File: src/rtl/alu_sequencer.sv
// ---------------------------------------------------------------------------
// alu_sequencer
//
// Multi-cycle execute/write-back stage that sits between the instruction
// decoder and a single-port register file. One ALU micro-op is accepted at a
// time. Its source registers are read one after the other through the shared
// address port. The result is then computed and written back to the
// destination register.
//
// Optional feature macro: ALU_SEQ_CMP_EN
//   defined   : opcode 7 is CMP. It reads both sources and computes A-B.
//               Flags are updated as for SUB, and no register write is made.
//   undefined : opcode 7 is a NOP. It makes no reads and no write.
//               res_data is 0 and the flags are left unchanged.
//
// Ports:
//   clk, reset        clock (rising edge), asynchronous active-high reset
//   op_valid/op_ready micro-op handshake; op_ready is high only in IDLE
//   op_code           0 ADD, 1 SUB, 2 AND, 3 OR, 4 XOR, 5 NOT, 6 LDI, 7 CMP/NOP
//   op_dst/op_src_a/op_src_b/op_imm  micro-op fields, captured on accept
//   rf_write_enable/rf_address/rf_write_data/rf_read_data  register file port
//   res_valid/res_data  one-cycle completion pulse with the result
//   flag_zero/flag_carry  status of the last completed op
// ---------------------------------------------------------------------------
module alu_sequencer #(
    parameter int DATA_WIDTH = 8,
    parameter int ADDR_WIDTH = 2
) (
    input  logic                  clk,
    input  logic                  reset,
    input  logic                  op_valid,
    output logic                  op_ready,
    input  logic [2:0]            op_code,
    input  logic [ADDR_WIDTH-1:0] op_dst,
    input  logic [ADDR_WIDTH-1:0] op_src_a,
    input  logic [ADDR_WIDTH-1:0] op_src_b,
    input  logic [DATA_WIDTH-1:0] op_imm,
    output logic                  rf_write_enable,
    output logic [ADDR_WIDTH-1:0] rf_address,
    output logic [DATA_WIDTH-1:0] rf_write_data,
    input  logic [DATA_WIDTH-1:0] rf_read_data,
    output logic                  res_valid,
    output logic [DATA_WIDTH-1:0] res_data,
    output logic                  flag_zero,
    output logic                  flag_carry
);

    localparam logic [2:0] OP_ADD = 3'd0;
    localparam logic [2:0] OP_SUB = 3'd1;
    localparam logic [2:0] OP_AND = 3'd2;
    localparam logic [2:0] OP_OR  = 3'd3;
    localparam logic [2:0] OP_XOR = 3'd4;
    localparam logic [2:0] OP_NOT = 3'd5;
    localparam logic [2:0] OP_LDI = 3'd6;
    localparam logic [2:0] OP_CMP = 3'd7;

`ifdef ALU_SEQ_CMP_EN
    localparam logic CMP_EN = 1'b1;
`else
    localparam logic CMP_EN = 1'b0;
`endif

    localparam logic [DATA_WIDTH:0]   ALU_ZERO  = {(DATA_WIDTH+1){1'b0}};
    localparam logic [DATA_WIDTH-1:0] DATA_ZERO = {DATA_WIDTH{1'b0}};
    localparam logic [ADDR_WIDTH-1:0] ADDR_ZERO = {ADDR_WIDTH{1'b0}};

    typedef enum logic [2:0] {
        ST_IDLE   = 3'd0,
        ST_RD_A   = 3'd1,
        ST_RD_A_W = 3'd2,
        ST_RD_B   = 3'd3,
        ST_RD_B_W = 3'd4,
        ST_EXEC   = 3'd5,
        ST_WB     = 3'd6
    } state_t;

    state_t                  state_r;
    logic                    op_ready_r;
    logic [2:0]              code_r;
    logic [ADDR_WIDTH-1:0]   dst_r;
    logic [ADDR_WIDTH-1:0]   src_b_r;
    logic [DATA_WIDTH-1:0]   imm_r;
    logic [DATA_WIDTH-1:0]   opa_r;
    logic [DATA_WIDTH-1:0]   opb_r;
    logic                    carry_r;

    logic [DATA_WIDTH:0]     alu_res_s;
    logic                    writes_s;
    logic                    sets_flags_s;

    assign op_ready = op_ready_r;

    // ALU on the captured operands. The extra top bit carries the ADD carry
    // or the SUB borrow. Logic ops leave it 0.
    always_comb begin
        alu_res_s = ALU_ZERO;
        case (code_r)
            OP_ADD:  alu_res_s = {1'b0, opa_r} + {1'b0, opb_r};
            OP_SUB:  alu_res_s = {1'b0, opa_r} - {1'b0, opb_r};
            OP_AND:  alu_res_s = {1'b0, opa_r & opb_r};
            OP_OR:   alu_res_s = {1'b0, opa_r | opb_r};
            OP_XOR:  alu_res_s = {1'b0, opa_r ^ opb_r};
            OP_NOT:  alu_res_s = {1'b0, ~opa_r};
            OP_LDI:  alu_res_s = {1'b0, imm_r};
            OP_CMP: begin
                if (CMP_EN) begin
                    alu_res_s = {1'b0, opa_r} - {1'b0, opb_r};
                end else begin
                    alu_res_s = ALU_ZERO;
                end
            end
            default: alu_res_s = ALU_ZERO;
        endcase
    end

    // Opcode 7 never writes the register file. It updates the flags only
    // when it is a real CMP.
    always_comb begin
        writes_s     = (code_r != OP_CMP);
        sets_flags_s = (code_r != OP_CMP) || CMP_EN;
    end

    // Sequencer FSM. Every output is registered and is set on the edge that
    // enters the state in which it must be valid.
    always_ff @(posedge clk or posedge reset) begin
        if (reset) begin
            state_r         <= ST_IDLE;
            op_ready_r      <= 1'b1;
            code_r          <= 3'd0;
            dst_r           <= ADDR_ZERO;
            src_b_r         <= ADDR_ZERO;
            imm_r           <= DATA_ZERO;
            opa_r           <= DATA_ZERO;
            opb_r           <= DATA_ZERO;
            carry_r         <= 1'b0;
            rf_write_enable <= 1'b0;
            rf_address      <= ADDR_ZERO;
            rf_write_data   <= DATA_ZERO;
            res_valid       <= 1'b0;
            res_data        <= DATA_ZERO;
            flag_zero       <= 1'b0;
            flag_carry      <= 1'b0;
        end else begin
            case (state_r)
                ST_IDLE: begin
                    if (op_valid) begin
                        code_r     <= op_code;
                        dst_r      <= op_dst;
                        src_b_r    <= op_src_b;
                        imm_r      <= op_imm;
                        op_ready_r <= 1'b0;
                        // LDI and the NOP form of opcode 7 need no operands.
                        if ((op_code == OP_LDI) || ((op_code == OP_CMP) && !CMP_EN)) begin
                            state_r    <= ST_EXEC;
                            rf_address <= ADDR_ZERO;
                        end else begin
                            state_r    <= ST_RD_A;
                            rf_address <= op_src_a;
                        end
                    end
                end
                ST_RD_A: begin
                    state_r <= ST_RD_A_W;
                end
                ST_RD_A_W: begin
                    // The address has been stable for two cycles, so data
                    // from a 0- or 1-cycle latency register file is valid.
                    opa_r <= rf_read_data;
                    if (code_r == OP_NOT) begin
                        state_r    <= ST_EXEC;
                        rf_address <= ADDR_ZERO;
                    end else begin
                        state_r    <= ST_RD_B;
                        rf_address <= src_b_r;
                    end
                end
                ST_RD_B: begin
                    state_r <= ST_RD_B_W;
                end
                ST_RD_B_W: begin
                    opb_r      <= rf_read_data;
                    state_r    <= ST_EXEC;
                    rf_address <= ADDR_ZERO;
                end
                ST_EXEC: begin
                    state_r         <= ST_WB;
                    carry_r         <= alu_res_s[DATA_WIDTH];
                    rf_address      <= dst_r;
                    rf_write_enable <= writes_s;
                    rf_write_data   <= writes_s ? alu_res_s[DATA_WIDTH-1:0] : DATA_ZERO;
                    res_valid       <= 1'b1;
                    res_data        <= alu_res_s[DATA_WIDTH-1:0];
                end
                ST_WB: begin
                    state_r         <= ST_IDLE;
                    op_ready_r      <= 1'b1;
                    rf_write_enable <= 1'b0;
                    rf_address      <= ADDR_ZERO;
                    rf_write_data   <= DATA_ZERO;
                    res_valid       <= 1'b0;
                    if (sets_flags_s) begin
                        flag_zero  <= (res_data == DATA_ZERO);
                        flag_carry <= carry_r;
                    end
                end
                default: begin
                    state_r         <= ST_IDLE;
                    op_ready_r      <= 1'b1;
                    rf_write_enable <= 1'b0;
                    rf_address      <= ADDR_ZERO;
                    rf_write_data   <= DATA_ZERO;
                    res_valid       <= 1'b0;
                end
            endcase
        end
    end

endmodule

File: config.mk
export PLATFORM = sky130hd
export DESIGN_NAME = alu_sequencer
export DESIGN_NICKNAME = d
export VERILOG_FILES = /design/src/rtl/alu_sequencer.sv
export SDC_FILE = /design/constraint.sdc
export NUM_CORES = 1
export LEC_CHECK = 0
export BUFFER_PORTS_ARGS = -buffer_cell sky130_fd_sc_hd__buf_2
export CAP_MARGIN = 5
export CORE_MARGIN = 4
export CORE_UTILIZATION = 40
export DETAILED_ROUTE_END_ITERATION = 6
export GPL_ROUTABILITY_DRIVEN = 0
export PLACE_DENSITY_LB_ADDON = 0.3
export SLEW_MARGIN = 40
export SYNTH_ARGS = -nofsm -noshare
export SYNTH_HDL_FRONTEND = slang
export SYNTH_SLANG_ARGS = --single-unit
File: constraint.sdc
create_clock -name clk -period 2.3 [get_ports clk]
set_input_delay 0.345 -clock clk [delete_from_list [all_inputs] [get_ports clk]]
set_output_delay 0.345 -clock clk [all_outputs]
set_load 0.005 [all_outputs]
==> results of run 1 <==
==> area by class of cell <==
class	instances	area (um2)	area share, %
multi-input cells	266	2080	46.6
flip-flops and latches	58	1450	32.5
repair buffers	82	514	11.5
clock buffers	13	159	3.55
well taps	108	135	3.02
inverters	24	90.1	2.01
clock inverters	3	40.0	0.895
==> cell usage in the layout, fill, tap and decap left out, types with 8 or more instances in the layout <==
cell type                   n
sky130_fd_sc_hd__a21o_1     8
sky130_fd_sc_hd__a21oi_1   16
sky130_fd_sc_hd__buf_2     50
sky130_fd_sc_hd__buf_4     28
sky130_fd_sc_hd__clkbuf_8  11
sky130_fd_sc_hd__dfrtp_1   57
sky130_fd_sc_hd__ha_1      22
sky130_fd_sc_hd__inv_1     21
sky130_fd_sc_hd__mux2_2    17
sky130_fd_sc_hd__nand2_1   44
sky130_fd_sc_hd__nand2b_1  12
sky130_fd_sc_hd__nor2_1    10
sky130_fd_sc_hd__o21ai_0   24
==> final timing paths <==
kind                             startpoint               end  slack (ns)  cells past startpoint
setup / recovery                  code_r[1]  rf_write_data[7]       -0.12                     10
hold reg to reg            rf_write_data[0]  rf_write_data[0]        0.47                      2
min in group clk            rf_read_data[4]          opa_r[4]        0.22                      3
setup reg to reg                  code_r[1]  rf_write_data[7]       -0.12                     10
hold / removal                        reset         res_valid        0.09                      2
max in group asynchronous             reset          opb_r[0]        1.61                      3
==> Yosys cell counts, drive strengths merged (3+ instances only) <==
| cell | instances | share of area [%] |
|---|---|---|
| dfrtp | 57 | 40 |
| nand2 | 44 | 4.7 |
| o21ai | 31 | 4.4 |
| ha | 25 | 8.8 |
| inv | 24 | 2.5 |
| a21oi | 19 | 2.7 |
| mux2 | 18 | 5.7 |
| buf | 13 | 2.2 |
| nand2b | 13 | 2.3 |
| nor2 | 12 | 1.3 |
| a21o | 8 | 1.7 |
| nand3 | 7 | 0.99 |
| a211oi | 6 | 1.3 |
| nor2b | 6 | 1.1 |
| nor3 | 6 | 0.99 |
| xnor2 | 6 | 1.5 |
| a31oi | 5 | 0.88 |
| clkbuf | 5 | 0.53 |
| nand3b | 5 | 1.4 |
| o31ai | 5 | 1.1 |
| nor3b | 4 | 1.4 |
| o21a | 4 | 0.85 |
| a211o | 3 | 0.74 |
==> routing by layer <==
layer	part of all wire, %	wire length (um)	vias up
li1	-	-	1451
met1	46	4310	1486
met2	49	4550	66
met3	3.6	334	12
met4	1.7	163	0
met5	0	0	-
==> where the power goes <==
group | internal [uW] | leakage (uW) | switching, uW | total [uW]
combinational | 2510 | 0.00130 | 2720 | 5230
sequential | 1510 | 0.000718 | 458 | 1970
clock | 557 | 0.000103 | 407 | 964
total | 4570 | 0.00212 | 3590 | 8160
==> cell families after synthesis <==
logic type,Yosys count
adder cells (fa/ha/maj),26
AO/OA/AOI/OAI,105
XOR/XNOR,7
buffers and inverters,42
multiplexers,19
AND/OR/NAND/NOR,109
flip-flops,58
==> flip-flops by register name, summed over array words and instances, names as in the netlist, 3 cells and up <==
register       flops
code_r             3
opa_r              8
rf_write_data      8
imm_r              8
opb_r              8
state_r            3
res_data           8
==> through the flow <==
stage,util [%],hold WS (ns),total power (uW),cells,instance area (um2)
after floorplan,-,0.446,4790,366,3560
after CTS,49.3,0.100,7240,549,4280
after global placement,46.8,0.457,6040,533,4060
final,51.6,0.0894,8160,554,4480
after detailed placement,46.8,0.459,6160,533,4060
after global routing,51.6,0.132,8810,554,4480
==> timing repair <==
action	CTS	global route
pin swaps	0	11
endpoints found under the setup margin	7	13
resized for setup	4	39
buffers inserted	0	5
==> summary.md, run 1 <==
For this design, the slowest cell found on the critical path is sky130_fd_sc_hd__dfrtp_1. The width of the die was 102 um. The HPWL after detailed placement is 6.60 mm. Of the cells placed in the final design, the portion with a size suffix greater than 1 is 34.8%.

After synthesis, the mean cell area works out to 9.67 um2. For the pin with the worst max-slew slack, the measured transition is 0.658 ns. Remaining global-route overflow: 0. Initial cell density of the core: 40.8%. Root buffer cell: sky130_fd_sc_hd__clkbuf_8. Clock-pin slew was measured on the worst setup and hold paths at 0.07 ns.

Setup repair after global routing could not meet its margin everywhere. The first routing iteration left 140 violations. The tools report the critical path capture point type as a register. Count of buffering cells on the critical path with inverters included: 1. The most used flip-flop cell after synthesis is sky130_fd_sc_hd__dfrtp_1. In the routed layout, each cell is associated on average with a via count of 5.44.

The flow ran to the end, but the final reports show violations. For this run, the total global-route usage over all layers was measured as 18.5%. In this run the tightest slew margin relative to its limit is 56.1%. In this run, synthesis inferred 0 flip-flops with an integrated enable. The synthesized netlist devotes 9.40% of its cell area to adder and majority cells.

Traced cell by cell, the critical path runs through nand2b_4 -> nor2_4 -> mux2_4 -> inv_2 -> ha_4 -> nor2b_4 -> o31a_1 -> o211a_1 -> o21a_1 -> o31ai_2. The fmax is 413 MHz. The average detailed-routed wire length per instance was 16.9 um; the number of nets in the synthesized netlist was 420.

The count of nets left with antenna violations once routing finished came out at 0. Clock tree synthesis found a total of 58 sinks. After Yosys synthesis, and, or, nand and nor cells account for 17.0% of the synthesized area.

The final count of pins violating max slew was 0; the die height was 102 um. The final reports fail on setup timing. STA puts the critical path data required time at 2.54 ns. By startpoint and endpoint, the worst setup path is classified as reg2reg. For this design the ratio of total power to cell area is 1820 nW/um2. The first global-routing pass estimated 15.0 mm of wire. After detailed routing, the number of remaining DRC violations is 0. Summing over every cut layer, the via total after detailed routing is 3015.

The busiest metal layer after global routing is met2. For the final worst setup slack, the log shows -0.122 ns. At the later pin of the worst-skew pair, clock insertion delay measures 0.34 ns.

The routing usage on met2 was 29.2%; the max-capacitance violation count was 0. The H-tree was split into 3 levels. TritonCTS built the clock tree. The run gives 2 as the deepest clock path buffer count.

During placement, the flow inserted port buffers numbering 50. The via count of the first global-routing pass is 3021. Yosys mapped the design onto 60 distinct sky130hd cell types.

The number of endpoints with negative hold slack in the final report was 0; the count of nets after finishing was 495. Fill cells in the final layout number 823. Global routing used 25.3% of the available met1 tracks. The final-report setup violation count was 6. The share of the Yosys chip area taken by registers is 41.0%. The total area inside the core boundary comes to 8680 um2.

The tools report the floorplan die area as 10400 um2. The post-synthesis register bit count works out to 58. From synthesis to final layout, the design area changed by 26.4%.

Before antenna repair, the detailed router went through 4 iterations. Among cell families on the critical path, the largest total delay comes from compound AO/OA/AOI/OAI gates. Along the worst path, the maximum fanout reaches 3. For the finished layout, the period the worst path requires is 2.42 ns. For the worst setup path, the data arrival time is 2.66 ns. After technology mapping, the gate count stands at 366. By area, the combinational part of the netlist is dominated by compound AO/OA/AOI/OAI gates. For this design, the CTS-stage hold fixing added 0 buffers. At the placement stage, the worst setup path has a slack of -0.109 ns. The met3 routing resource usage after global routing was 3.89%; the largest vdd supply drop was 0.552 mV. Summing the areas of all xor and xnor instances in the mapped netlist gives 1.73% of the synthesized area. Setup total negative slack on the finished layout was measured at -0.429 ns. The Yosys step of the flow raised 0 warnings.

The post-synth design cell area came out at 3540 um2. The tools report the kind of launch point of the worst setup path as a register. The count of antenna diodes in the layout was 0. The total clock buffers created by CTS is 9. The clock arrives with 0.0122 ns of skew.

The path class of the lowest-slack min-delay path was in2async. The final layout contains routed wiring with a total length of 9.36 mm. The share of synthesized registers carrying an async set or reset was 100%. The number of primary I/O pins is 51, and the final period utilization is 105%.

The critical path's largest stage delay came out at 0.38 ns. The number of antenna violations at the first check in global routing was 0. In this run the core area contains 34 standard-cell rows.

The synthesized netlist devotes 19.5% of its cell area to compound gates. Entering global routing, the biggest net connects 34 pins. The mux cell area share after synthesis is 6.01%, and the leakage power total is 0.00212 uW.
(Power assumes the default switching activity.)
==> run 2: changes to the inputs <==
ABC_AREA = 0   (was unset)
CORE_MARGIN = unset   (was 4)
CORE_UTILIZATION = 45   (was 40)
==> run 2 against run 1 <==
  * The run still ends with setup timing left
  * Maximum frequency increased by 2.3%
  * Global-route usage increased by 3.6 points
  * Die area decreased by 21%
  * Sequential share of layout area increased by 1.2 points
  * Register-to-register slack improved by 0.06 ns
  * Worst setup slack improved by 0.055 ns
==> summary.md, run 2 (synthesis results as in run 1) <==
The run finished, with violations left. The final reports fail on setup timing. Once placement finished, the instance area stood at 4050 um2. Global-route met1 utilization: 30.2%. For this run, global-route usage on met3 was measured as 4.46%.

The antenna violation net count after detailed routing is 0. The tools report the total iterations of the first detailed-routing run as 5. After routing the design area is 4320 um2. The run gives 22.1% as the global-route usage over all layers.

The placed wire-length estimate after detailed placement was 6.19 mm. The final layout contains routed wiring with a total length of 8.65 mm. Detailed routing inserted a total of 2973 vias. The H-tree generated during clock tree synthesis spans 3 levels. Via count of the first global-routing pass: 2832. The floorplan has 31 rows. For the count of unresolved DRC violations after routing, the log shows 0. The largest vdd supply drop is 0.654 mV, and the worst setup skew after layout is 0.00697 ns. The internal reg-to-reg setup slack came out at -0.07 ns. In this design, the stage delay of the slowest critical-path cell is 0.38 ns. Measured on the finished design, the core utilization comes to 58.0%. The total chip power is 7350 uW. The path class of the lowest-slack min-delay path was in2async.

From left edge to right edge, the die measures 90.7 um. The worst relative slew slack is 57.3%. In this run the worst path has a maximum fanout of 3. The repair_antennas step left the layout with diodes totalling 0. The worst setup path is captured at a register.

The library cell used most frequently in the layout, excluding fill and tap cells, is sky130_fd_sc_hd__dfrtp_1. The area growth from synthesis to layout is 22.0%. The tools report the number of primary I/O pins as 51. Setup repair after global routing could not meet its margin everywhere.

TritonCTS built the clock tree. The first global-routing pass estimated 14.2 mm of wire. The tools report the core outline area as 7450 um2. For the worst-skew pair, the clock arrives at the later sink with an insertion delay of 0.34 ns. Across the run, the number of max-cap violations was 0.

Summed over all layers, the global routing overflow is 0. The average detailed-routed wire length per instance came out at 16.0 um. Dividing the detail-routed via count by the number of cells gives 5.50. The count of buffers inserted at the top-level ports is 50, and the number of antenna violations at the first check in global routing is 0. The start-to-end type of the worst setup path was reg2reg.

The layout has 667 filler cells. In the final layout, the multi-input gates occupy 2010 um2. The shortest period the worst path allows was 2.37 ns. The tools report the kind of launch point of the worst setup path as a register. No sink is reached through more buffers than the 2 on the longest clock path. Traced cell by cell, the critical path runs through nand2b_4 -> nor2_4 -> mux2_4 -> inv_2 -> ha_4 -> nor2b_4 -> o31a_1 -> o211a_1 -> o21a_1 -> o31ai_1.

The layer flagged by global routing as most heavily used is met2. The worst-margin pin slew is 0.640 ns, and the pin count of the biggest net entering global routing is 34. On the final layout, the worst hold slack is 0.0886 ns. The number of endpoints with negative hold slack in the final report is 0. The total power density per cell area was 1700 nW/um2; the total negative setup slack was -0.245 ns. Data on the critical path is required at its endpoint by 2.55 ns.

Floorplan die area: 8230 um2. The clock drives 58 sinks. The tools report the violation count after the first detailed-routing iteration as 150.

For the final-report setup violation count, the log shows 6. The largest individual stage delay along the critical path comes from the cell sky130_fd_sc_hd__dfrtp_1. Clock-pin slew was measured on the worst setup and hold paths at 0.07 ns. Measured along the y axis, the die boundary spans 90.7 um.

Counting the buffers created by CTS gives 9. The tools report the initial cell density of the core as 47.5%. For met2 alone, demand over resource in global routing was 34.3%. Dividing the final minimum period by the clock period gives 103%.

The final count of pins violating max slew was 0; the area taken by flip-flops and latches was 1450 um2. The net count of the finished layout is 491. Derived from the worst setup path, the maximum achievable clock frequency is 423 MHz. The root buffer cell was sky130_fd_sc_hd__clkbuf_8. For the signal arrival time at the worst endpoint, the log shows 2.61 ns. In the final layout, the share of cells above drive strength 1 is 32.1%.

The tools report the leakage power total as 0.00209 uW. Final worst setup slack: -0.0668 ns. Leaving out fill and tap cells, the most frequent cells in the layout are sky130_fd_sc_hd__dfrtp_1, sky130_fd_sc_hd__buf_2, sky130_fd_sc_hd__nand2_1.
## run 2: changes by cell type in the layout (fill, tap and decap cells not counted), sizes merged
cell / change
buf: -4
clkinv: +1
bufinv: -1
## run 2: worst max-delay path, delay by kind of cell, from the launching register on
kind                     cells  cell delay, ns
AO/OA/AOI/OAI                4            0.92
multiplexers                 1            0.33
adder cells (fa/ha/maj)      1            0.19
flip-flops                   1            0.38
AND/OR/NAND/NOR              3            0.38
buffers and inverters        1            0.07
## run 2: cell type report
| type | count | share of cell area, % |
|---|---|---|
| Clock buffer | 13 | 3.68 |
| Sequential cell | 58 | 33.6 |
| Multi-Input combinational cell | 266 | 46.5 |
| Tap cell | 99 | 2.87 |
| Clock inverter | 3 | 0.347 |
| Timing Repair Buffer | 78 | 10.9 |
| Inverter | 24 | 2.08 |
## run 2: through the flow
step                      instances  worst slack (ns)
after floorplan                 366           -0.0322
after global placement          524           0.00606
after detailed placement        524           -0.0581
after CTS                       541           -0.0585
after global routing            541            -0.161
final                           541           -0.0668
## run 2: where the power goes
| group | total (uW) | switching, uW | internal, uW |
|---|---|---|---|
| sequential | 1940 | 433 | 1510 |
| clock | 839 | 394 | 445 |
| combinational | 4570 | 2430 | 2140 |
## run 2: worst paths after layout
path | to | start | cells past startpoint
worst max-delay path | rf_write_data[7] | code_r[1] | 10
worst min-delay path | rf_address[1] | reset | 2
worst max register to register | rf_write_data[7] | code_r[1] | 10
worst min register to register | rf_write_enable | rf_write_enable | 1
max in group asynchronous | opb_r[0] | reset | 3
min in group clk | opa_r[4] | rf_read_data[4] | 3
## run 2: per-layer routing
layer | routed length (um) | part of all wire, %
met5 | 0 | 0
met4 | 197 | 2.3
met3 | 391 | 4.5
met2 | 3920 | 45
met1 | 4140 | 48
## run 2: repair_timing
action	4_1_cts	5_1_grt
pin swaps	2	9
gates resized for setup	10	14
buffers inserted	1	0
setup endpoints to repair	7	11
hold buffers	0	0
==> run 3: changes to the inputs <==
CORE_MARGIN = 2   (was unset)
MAX_ROUTING_LAYER = met4   (was unset)
==> run 3 against run 2 <==
  * The flow still finishes with violations (setup timing)
  * Clock power increased by 24%
  * Via count increased by 0.13%
  * Design area increased by 3.1%
  * First-iteration DRC count decreased by 31%
  * Core utilization decreased by 0.072 points
  * Hold slack got worse by 0.058 ns
  * Maximum frequency decreased by 0.70%
  * Clock skew increased by 0.0035 ns
  * Non-clock buffer count increased by 3
  * Worst setup slack got worse by 0.017 ns
  * Die area increased by 4.5%
  * Clock-buffer cell count decreased by 1
  * Critical endpoint is now res_data[7]
==> summary.md, run 3 (synthesis results as in run 1) <==
Number of endpoints with negative hold slack in the final report: 0. The highest net fanout along the worst path came out at 3. Clock-pin slew was measured on the worst setup and hold paths at 0.06 ns.

After the first detailed-routing iteration, the DRC count stood at 103. For the required time of the worst setup path, the log shows 2.55 ns. The filler-free cell count of the finished design is 547. Measured on the finished design, the core utilization comes to 58.0%.

Portion of total power attributed to sequential cells: 25.2%. TritonCTS built the clock tree. Including well taps, the total number of placed cells is 526. For the worst setup path, the data arrival time is 2.63 ns. For the pin with the worst max-slew slack, the measured transition is 0.649 ns. The worst hold path belongs to the class in2async. The run gives 0 as the final count of pins violating max slew. The final reports fail on setup timing. After layout, the worst path uses 104% of the clock period. The most common cell after layout, fill and taps aside was sky130_fd_sc_hd__dfrtp_1. TritonCTS created 9 clock buffers. The pin count of the biggest net entering global routing is 38. Traced cell by cell, the critical path runs through nand2b_4 -> nor2_4 -> mux2_4 -> inv_4 -> ha_4 -> nor2b_4 -> o31a_1 -> o211a_1 -> o21a_1 -> o31ai_2. The floorplan die area is 8590 um2.

The initial utilization of the core area, before any placement, comes to 46.1%. STA classifies the critical path endpoint as a register. Of the cells placed in the final design, the portion with a size suffix greater than 1 is 33.7%. The layout filler cell count is 683. Setup repair after global routing could not meet its margin everywhere.

The wire length of the first global-routing pass was 14.9 mm; the worst relative slew slack was 56.8%. Vias after detailed routing: 2977. The global-route usage over all layers is 22.8%. The first detailed-routing pass took 4 iterations.

In this run the static leakage power is 0.00212 uW. Between clock sinks in the finished design, the worst skew comes to 0.0105 ns. Combinational logic is responsible for 61.4% of the overall power. The tree is rooted in a sky130_fd_sc_hd__clkbuf_8. In this run the vertical extent of the chip is 92.7 um. The kind of launch point of the worst setup path was a register.

Number of antenna violations at the first check in global routing: 0. The clock passes through at most 2 buffers. The core outline area was 7690 um2; the number of primary I/O pins was 51. For the worst-skew pair, the clock arrives at the later sink with an insertion delay of 0.34 ns. Port buffering added 50 buffers. The area growth from synthesis to final layout works out to 25.8%. The routed design could run at a clock period as short as 2.38 ns. In the routed design, unresolved DRC markers number 0. Cell class contributing the biggest share of worst-path delay: compound AO/OA/AOI/OAI gates.

The slowest stage of the critical path belongs to the cell sky130_fd_sc_hd__dfrtp_1. The count of nets after finishing came out at 494. The run gives 0 as the count of antenna diodes in the layout. The flow ran to the end, but the final reports show violations. The H-tree was split into 3 levels. The clock network power share is 13.4%, and the switching power of the nets is 3370 uW. The total power density per cell area came out at 1760 nW/um2. In the layout the commonest cells are sky130_fd_sc_hd__dfrtp_1, sky130_fd_sc_hd__buf_2, sky130_fd_sc_hd__nand2_1. For the placed wire-length estimate after detailed placement, the log shows 6.26 mm. Hold repair after CTS inserted 0 buffers. The width of the die was 92.7 um; the via count of the first global-routing pass was 3119. The antenna violation net count after detailed routing is 0, and the max-capacitance violation count is 0. Cell internal power was estimated by the tool at 4450 uW. The fmax was 420 MHz.

The count of buffering cells on the critical path with inverters included is 1. In this run switching power makes up 43.1% of total power. In the final routed layout, each cell accounts on average for 16.1 um.

Setup violations remaining at the end of the flow were counted as 4. After detailed routing, the number of vias per cell comes to 5.44. Final worst setup slack: -0.0835 ns. The tools report the count of clock tree sinks as 58. Start-to-end type of the worst setup path: reg2reg. The floorplan has 32 rows. Wires add up to 8.80 mm. The remaining global-route overflow was 0. Across the VDD grid, the largest voltage drop is 0.681 mV. Setup total negative slack on the finished layout was measured at -0.181 ns. In this design, the stage delay of the slowest critical-path cell is 0.37 ns.
## run 3: repair_timing
action                                 4_1_cts  5_1_grt
setup buffers                                4        1
pin swaps                                    3        6
gates resized for setup                     10       20
endpoints found under the hold margin        0        0
setup endpoints to repair                    6       11
## run 3: worst register-to-register path: stages, from the launching register on
cell	delay [ns]
sky130_fd_sc_hd__dfrtp_1	0.37
sky130_fd_sc_hd__nand2b_4	0.15
sky130_fd_sc_hd__nor2_4	0.11
sky130_fd_sc_hd__mux2_4	0.34
sky130_fd_sc_hd__inv_4	0.07
sky130_fd_sc_hd__ha_4	0.18
sky130_fd_sc_hd__nor2b_4	0.12
sky130_fd_sc_hd__o31a_1	0.26
sky130_fd_sc_hd__o211a_1	0.25
sky130_fd_sc_hd__o21a_1	0.21
sky130_fd_sc_hd__o31ai_2	0.23
## run 3: path summary, 6_finish.rpt
kind,startpoint,to,slack [ns],cells past startpoint
worst max-delay path,code_r[1],res_data[7],-0.08,10
worst min-delay path,reset,res_data[4],0.03,2
worst max register to register,code_r[1],res_data[7],-0.08,10
worst min register to register,rf_write_data[0],rf_write_data[0],0.47,2
max in group asynchronous,reset,op_ready,1.66,3
min in group clk,rf_read_data[2],opa_r[2],0.23,3
## run 3: area by class of cell
class	instances	area [um2]	area share [%]
Inverter	24	92.6	2.08
Sequential cell	58	1450	32.6
Tap cell	102	128	2.86
Multi-Input combinational cell	266	2070	46.4
Clock inverter	4	75.1	1.68
Clock buffer	12	145	3.26
Timing Repair Buffer	81	495	11.1
## run 3: power groups by stage
stage | registers [uW] | clock network [uW] | logic, uW
after floorplan | 1850 | 0 | 2950
after global placement | 1950 | 0 | 3970
after detailed placement | 1970 | 0 | 4070
after CTS | 1970 | 1080 | 4300
after global routing | 2050 | 1110 | 5310
final | 1970 | 1040 | 4800
## run 3: layer usage
layer,wire (um),share of wire (%),vias up,GRT usage (%)
li1,-,-,1448,-
met1,4030,46,1433,28.9
met2,4070,46,80,35.5
met3,403,4.6,16,3.99
met4,301,3.4,0,11.5
met5,0,0,-,-
## run 3: per-stage QoR
step | setup slack (ns) | cell area [um2] | total power, uW | hold slack, ns
after floorplan | -0.0322 | 3560 | 4790 | 0.446
after global placement | -0.00960 | 4050 | 5920 | 0.390
after detailed placement | -0.0622 | 4050 | 6040 | 0.394
after CTS | -0.0296 | 4350 | 7350 | 0.0236
after global routing | -0.184 | 4460 | 8470 | 0.0602
final | -0.0835 | 4460 | 7820 | 0.0306
